==> src/rtl/shell_cdc_rx_ctrl.sv <==
// Destination side of a toggle-handshake CDC: synchronizes req_tgl, settles,
// captures din, hands it out on valid/ready and returns ack_tgl on acceptance.
module shell_cdc_rx_ctrl #(
    parameter int WIDTH      = 32,
    parameter int DEPTH      = 2,
    parameter int SETTLE_CYC = 1
) (
    input  logic             clk,
    input  logic             arst,
    input  logic             req_tgl,
    input  logic [WIDTH-1:0] din,
    output logic             ack_tgl,
    output logic [WIDTH-1:0] dout,
    output logic             dout_valid,
    input  logic             dout_ready,
    output logic             err,
    input  logic             err_clr,
    output logic [15:0]      xfer_cnt
);

    localparam int CW = (SETTLE_CYC > 1) ? $clog2(SETTLE_CYC) : 1;

    typedef enum logic [1:0] {
        IDLE,
        SETTLE,
        VALID
    } state_e;

    // sync_q[0] is the only stage that sees the asynchronous req_tgl
    (* async_reg = "true", dont_touch = "true" *)
    logic [DEPTH-1:0] sync_q;
    logic [DEPTH-1:0] sync_d;
    logic             req_s;

    state_e           state_q, state_d;
    logic [CW-1:0]    settle_q, settle_d;
    logic             seen_q, seen_d;
    logic             ack_q, ack_d;
    logic [WIDTH-1:0] dout_q, dout_d;
    logic             valid_q, valid_d;
    logic             err_q, err_d;
    logic [15:0]      xfer_cnt_q, xfer_cnt_d;

    assign req_s  = sync_q[DEPTH-1];
    assign sync_d = {sync_q[DEPTH-2:0], req_tgl};

    always_comb begin
        state_d    = state_q;
        settle_d   = settle_q;
        seen_d     = seen_q;
        ack_d      = ack_q;
        dout_d     = dout_q;
        valid_d    = valid_q;
        err_d      = err_q;
        xfer_cnt_d = xfer_cnt_q;

        // a fresh error in the same cycle as err_clr must survive
        if (err_clr) begin
            err_d = 1'b0;
        end
        if (state_q != IDLE && req_s == seen_q) begin
            err_d = 1'b1;
        end

        unique case (state_q)
            IDLE: begin
                if (req_s != seen_q) begin
                    state_d  = SETTLE;
                    settle_d = CW'(SETTLE_CYC - 1);
                end
            end
            SETTLE: begin
                if (settle_q == '0) begin
                    dout_d  = din;
                    valid_d = 1'b1;
                    state_d = VALID;
                end else begin
                    settle_d = settle_q - CW'(1);
                end
            end
            VALID: begin
                if (dout_ready) begin
                    valid_d    = 1'b0;
                    ack_d      = ~ack_q;
                    seen_d     = ~seen_q;
                    xfer_cnt_d = xfer_cnt_q + 16'd1;
                    state_d    = IDLE;
                end
            end
            default: begin
                state_d = IDLE;
            end
        endcase
    end

    always_ff @(posedge clk or posedge arst) begin
        if (arst) begin
            sync_q     <= '0;
            state_q    <= IDLE;
            settle_q   <= '0;
            seen_q     <= 1'b0;
            ack_q      <= 1'b0;
            dout_q     <= '0;
            valid_q    <= 1'b0;
            err_q      <= 1'b0;
            xfer_cnt_q <= '0;
        end else begin
            sync_q     <= sync_d;
            state_q    <= state_d;
            settle_q   <= settle_d;
            seen_q     <= seen_d;
            ack_q      <= ack_d;
            dout_q     <= dout_d;
            valid_q    <= valid_d;
            err_q      <= err_d;
            xfer_cnt_q <= xfer_cnt_d;
        end
    end

    assign ack_tgl    = ack_q;
    assign dout       = dout_q;
    assign dout_valid = valid_q;
    assign err        = err_q;
    assign xfer_cnt   = xfer_cnt_q;

endmodule

==> config.mk <==
export PLATFORM = sky130hd
export DESIGN_NAME = shell_cdc_rx_ctrl
export DESIGN_NICKNAME = d
export VERILOG_FILES = /design/src/rtl/shell_cdc_rx_ctrl.sv
export SDC_FILE = /design/constraint.sdc
export NUM_CORES = 1
export LEC_CHECK = 0
export ABC_AREA = 1
export ABC_CLOCK_PERIOD_IN_PS = 2600
export CORE_MARGIN = 5
export CORE_UTILIZATION = 44
export CTS_CLUSTER_SIZE = 16
export DETAILED_ROUTE_END_ITERATION = 12
export GPL_TIMING_DRIVEN = 0
export PLACE_DENSITY = 0.78
export SYNTH_ARGS = -nofsm -noshare
export SYNTH_HDL_FRONTEND = slang
export SYNTH_SLANG_ARGS = --single-unit
==> constraint.sdc <==
create_clock -name clk -period 2.6 [get_ports clk]
set_input_delay 0.65 -clock clk [delete_from_list [all_inputs] [get_ports clk]]
set_output_delay 0.65 -clock clk [all_outputs]
set_load 0.03 [all_outputs]
# Word level (Yosys, flattened, before mapping)
# Cells that the tools add are included.
# Widths: inputs -> output; s select.
[totals]
wordCells = 44
input_bits = 37
out_inout_bits = 51
reg_bits = 57
[classes]
reduce_logical = 11
muxes = 12
add_sub_neg = 2
n_bitwise = 3
eq_ne = 7
[ops]
columns = ["op", "count"]
rows = [
  ["$add 16x1->16 const B", 1],
  ["$reduce_bool 2->1", 4],
  ["$mux 1", 6],
  ["$mux 2", 3],
  ["$ne 2x2->1 const B", 3],
  ["$pmux 2 s3", 1],
  ["$reduce_and 2->1", 3],
  ["$reduce_and 3->1", 2],
  ["$pmux 1 s2", 2],
  ["$not 1->1", 3],
  ["$eq 2x1->1 const B", 1],
  ["$eq 2x2->1 const B", 1],
  ["$logic_not 2->1", 1],
  ["$eq 1x1->1", 1],
  ["$logic_and 1x1->1", 1],
  ["$ne 1x1->1", 1],
  ["$sub 1x1->1 const B", 1],
]

# Logic depth before layout (Yosys ltp)
[depth]
depth_word = 3
mapped_depth = 8
mapped_depth_nobuf = 8

# Least setup slack after synthesis
# Ideal clock, no wire load.
[synth_timing]
path_type = "reg-to-reg"
start = "register xfer_cnt_q[1] (netlist: xfer_cnt[1])"
end = "register xfer_cnt_q[10] (netlist: xfer_cnt[10])"
setup_ps = 118
stages_incl_launch_ff = 8
n_path_buf = 0
arrival_ps = 1337
setup_slack_ps = 1145
period_less_slack_ps = 1455
t_required_ps = 2482
path_cell_list = "dfrtp_1 ha_1 nand3_1 nor2_4 and2_4 nand2_1 nand2_1 nand2_1"
[synth_between]
elab_chain_len = 1
[synth_rtl]
columns = ["item", "line_no", "source"]
rows = [
  ["from (decl)", "42", "logic [15:0] xfer_cnt_q, xfer_cnt_d;"],
  ["from (signal assigned)", "116", "xfer_cnt_q <= xfer_cnt_d;"],
  ["$add 16x1->16", "86", "xfer_cnt_d = xfer_cnt_q + 16'd1;"],
]
# No other way between the ends.
# A chain may end at the register's enable or synchronous reset.

# Worst setup path after layout
[layout_timing]
start = "register xfer_cnt_q[9] (netlist: xfer_cnt[9])"
end = "output xfer_cnt[9]"
[layout_rtl]
columns = ["item", "line_no", "source"]
rows = [
  ["to (decl)", "18", "output logic [15:0] xfer_cnt"],
]
# No word-level cell between the ends.

==> summary.txt <==
Run status
  – Status: complete, no violations

Critical path
  – Worst setup EP type: output port
  – Crit-path max FO: 6
  – Worst path max stage delay: 710 ps
  – Cell Chain, Critical Path: clkdlybuf4s50_1
  – CP required: 1950 ps
  – CP top delay family: buffers and inverters
  – Kind of critical path: flip-flop to output port
  – CP Data Arrival Time: 1460 ps
  – CP max stage cell: clkdlybuf4s50_1
  – Critical R2R Launch: xfer_cnt[1]$_DFFE_PP0P_
  – R2R setup slack: 1270 ps
  – Buf/Inv on CP: 1
  – Startpoint Class: flip-flop
  – Reg2reg path depth: 6
  – Reg-to-reg endpoint: xfer_cnt[12]$_DFFE_PP0P_

Run
  – Maxcap violations: 0

Floorplan
  – Die ar.: 6950 um2
  – IO Pins: 88
  – Core Box Area: 5170 um2
  – Die height: 83.4 um
  – Die Wd: 83.4 um
  – Site Rows: 26
  – Starting Density: 45.8%

Clock network
  – CTS max path bufs: 2
  – Sink Count: 56
  – TritonCTS clock tree: done
  – Post-CTS sizing: 0
  – Setup bufs post-CTS: 0
  – Max H-tree Level: 2
  – Hold Buf Count CTS: 0
  – CTS root buf: clkbuf_8
  – Clk slew on worst S/H paths: 90 ps
  – CTS Buf Count: 5
  – Clk_lat worst skew: 300 ps

GRT
  – GR Overflow Total: 0
  – Vias in the first global route: 1745
  – Gr usage total: 14.3%
  – Antenna violations before repair: 0
  – First-pass GRT wire length: 8.11 mm
  – Pin count of the biggest net entering global routing: 36

Drt
  – Routed Antenna Nets: 0
  – Via density: 4.68
  – Total length of routed wires: 4.83 mm
  – Pre-Repair DR Iteration Count: 4
  – Via count: 1708
  – Initial DRC Count: 45
  – Routed len/inst: 13.2 um
  – Drt drc: 0

Placed design
  – IO buf count: 87
  – GP Congestion: 0.838
  – Dpl cells: 357
  – Post-DP Area: 3350 um2
  – Post-DP HPWL: 3.67 mm

STA
  – Normalized max-slew margin: 66.4%
  – Slew Limit Fails: 0
  – Minimum clock period: 2110 ps
  – RSZ-0062 raised after global routing: false
  – Clk_skew: 5.95 ps
  – Fmax: 0.474 GHz
  – Setup TNS: 0 ps
  – Worst-margin pin slew: 503 ps
  – Final period util: 81.1%
  – Fin. Hold Viols: 0
  – WHS: 356 ps
  – Final setup viols: 0

Layout
  – Final Instance Area: 3440 um2
  – Area growth from synthesis to layout: 45.2%
  – Finished Layout Cells: 365
  – Layout cells sized above 1: 18.3%
  – Antenna fix cells: 0
  – NumNets Final: 332

Synth
  – Synthesized area: 2370 um2
  – Cell type with the highest aggregate area in the netlist: dfrtp_1
  – Post-Syn Nets: 237
  – Most used DFF post-synth: dfrtp_1
  – Async SR Flop Fraction: 100%
  – Mapped Avg Cell Area: 11.9 um2
  – Register bit total from synthesis: 56
  – Area contributors post-synth: dfrtp_1 (59%), mux2_2 (11%), nand2_1 (6.7%), mux2_4 (5.1%), xnor2_1 (3.0%)
  – Seq/Total Area, Yosys: 59.1%
  – Synth top cells by count: dfrtp_1 (56), nand2_1 (42), mux2_2 (24), inv_1 (17), nor2_1 (13)
  – Synth cell types: 23
  – Most frequent cell after synthesis: dfrtp_1
  – Synth top area share: 59.1%
  – Post-synth EDFFs: 0
  – Total number of yosys warnings: 0
  – Cell count after synthesis: 199

Power and ir drop
  – Net switching power figure: 1.54 mW
  – Pwr dens: 1150 nW/um2
  – Sw frac: 38.8%
  – Clock share of power: 12.2%
  – Internal power: 2.42 mW
  – Share of power burned in registers: 35.9%
  – Leakage power: 1.52 nW
  – Comb power frac: 51.8%
  – VDD IR max: 0.739 mV

Hold path
  – Worst Hold Launch: sync_q[0]$_DFF_PP0_
  – Worst hold path class: flip-flop to flip-flop
  – Hold path endpoint: sync_q[1]$_DFF_PP0_
  – Worst hold path depth: 0
==> logic make-up after synthesis <==
group / synth area share [%]
and+or+nand+nor: 14.1
DFF: 59.1
muxes: 16.5
buffers and inverters: 4.28
xor gates and xnor gates: 4.44
AOI/OAI and AO/OA: 1.06
adders and majority gates: 0.528
==> metal layers <==
metal / global-route usage [%] / up-vias / share of wire, %
li1: - / 827 / -
met4: 3.57 / 0 / 0.48
met1: 17.5 / 815 / 43
met5: 0 / - / 0
met3: 5.94 / 4 / 8.9
met2: 23.3 / 62 / 48
==> state kept, by name (all words and copies together) (netlist names) <==
signal and count:
dout 32, xfer_cnt 16, state_q 2, sync_q 2, ack_tgl 1, dout_valid 1, err 1, seen_q 1
==> metrics by stage <==
stage | setup slack, ps | total power [mW] | utilization (%)
after floorplan | 579 | 2.68 | -
after global placement | -458 | 3.47 | 64.3
after detailed placement | 604 | 3.51 | 64.7
after CTS | 475 | 4.01 | 66.5
after global routing | 447 | 4.17 | 66.5
final | 492 | 3.96 | 66.5
==> power groups by stage <==
stage / combinational (mW) / clock [mW] / sequential [mW]
after global routing: 2.17 / 0.535 / 1.47
final: 2.05 / 0.485 / 1.42
after global placement: 2.05 / 0 / 1.42
after floorplan: 0.635 / 0 / 2.05
after detailed placement: 2.08 / 0 / 1.43
after CTS: 2.09 / 0.502 / 1.42
==> area by class of cell <==
cell class              instances  area [um2]
repair buffers                 88         891
fillers                       407        1730
clock inverters                 2        10.0
multi-input cells             122         867
inverters                      18        67.6
flip-flops and latches         56        1400
clock buffers                   6        82.6
well taps                      70        87.6
plain buffers                   3        33.8
==> worst max path at each step <==
| stage | startpoint | to | cells past startpoint |
|---|---|---|---|
| detailed placement | dout_ready | xfer_cnt[9]$_DFFE_PP0P_ | 8 |
| CTS | xfer_cnt[9]$_DFFE_PP0P_ | xfer_cnt[9] | 1 |
| floorplan | arst | ack_tgl$_DFFE_PP0P_ | 1 |
| global route | xfer_cnt[12]$_DFFE_PP0P_ | xfer_cnt[12] | 1 |
| global placement | arst | dout[2]$_DFFE_PP0P_ | 2 |
| finish | xfer_cnt[9]$_DFFE_PP0P_ | xfer_cnt[9] | 1 |
==> layout by cell type (no fill, tap or decap), types with 2 or more instances in the layout <==
master and n:
mux2_2 24, nor2_2 2, nor2_1 13, nand3_1 6, o21ai_0 4, dfrtp_1 56, clkdlybuf4s50_1 87, inv_1 16
buf_6 3, inv_2 2, nor2_4 2, mux2_4 8, clkinv_2 2, xor2_1 4, nand2_1 42, xnor2_1 8
clkbuf_8 6
No activity file was read; power rests on OpenSTA's default activity.
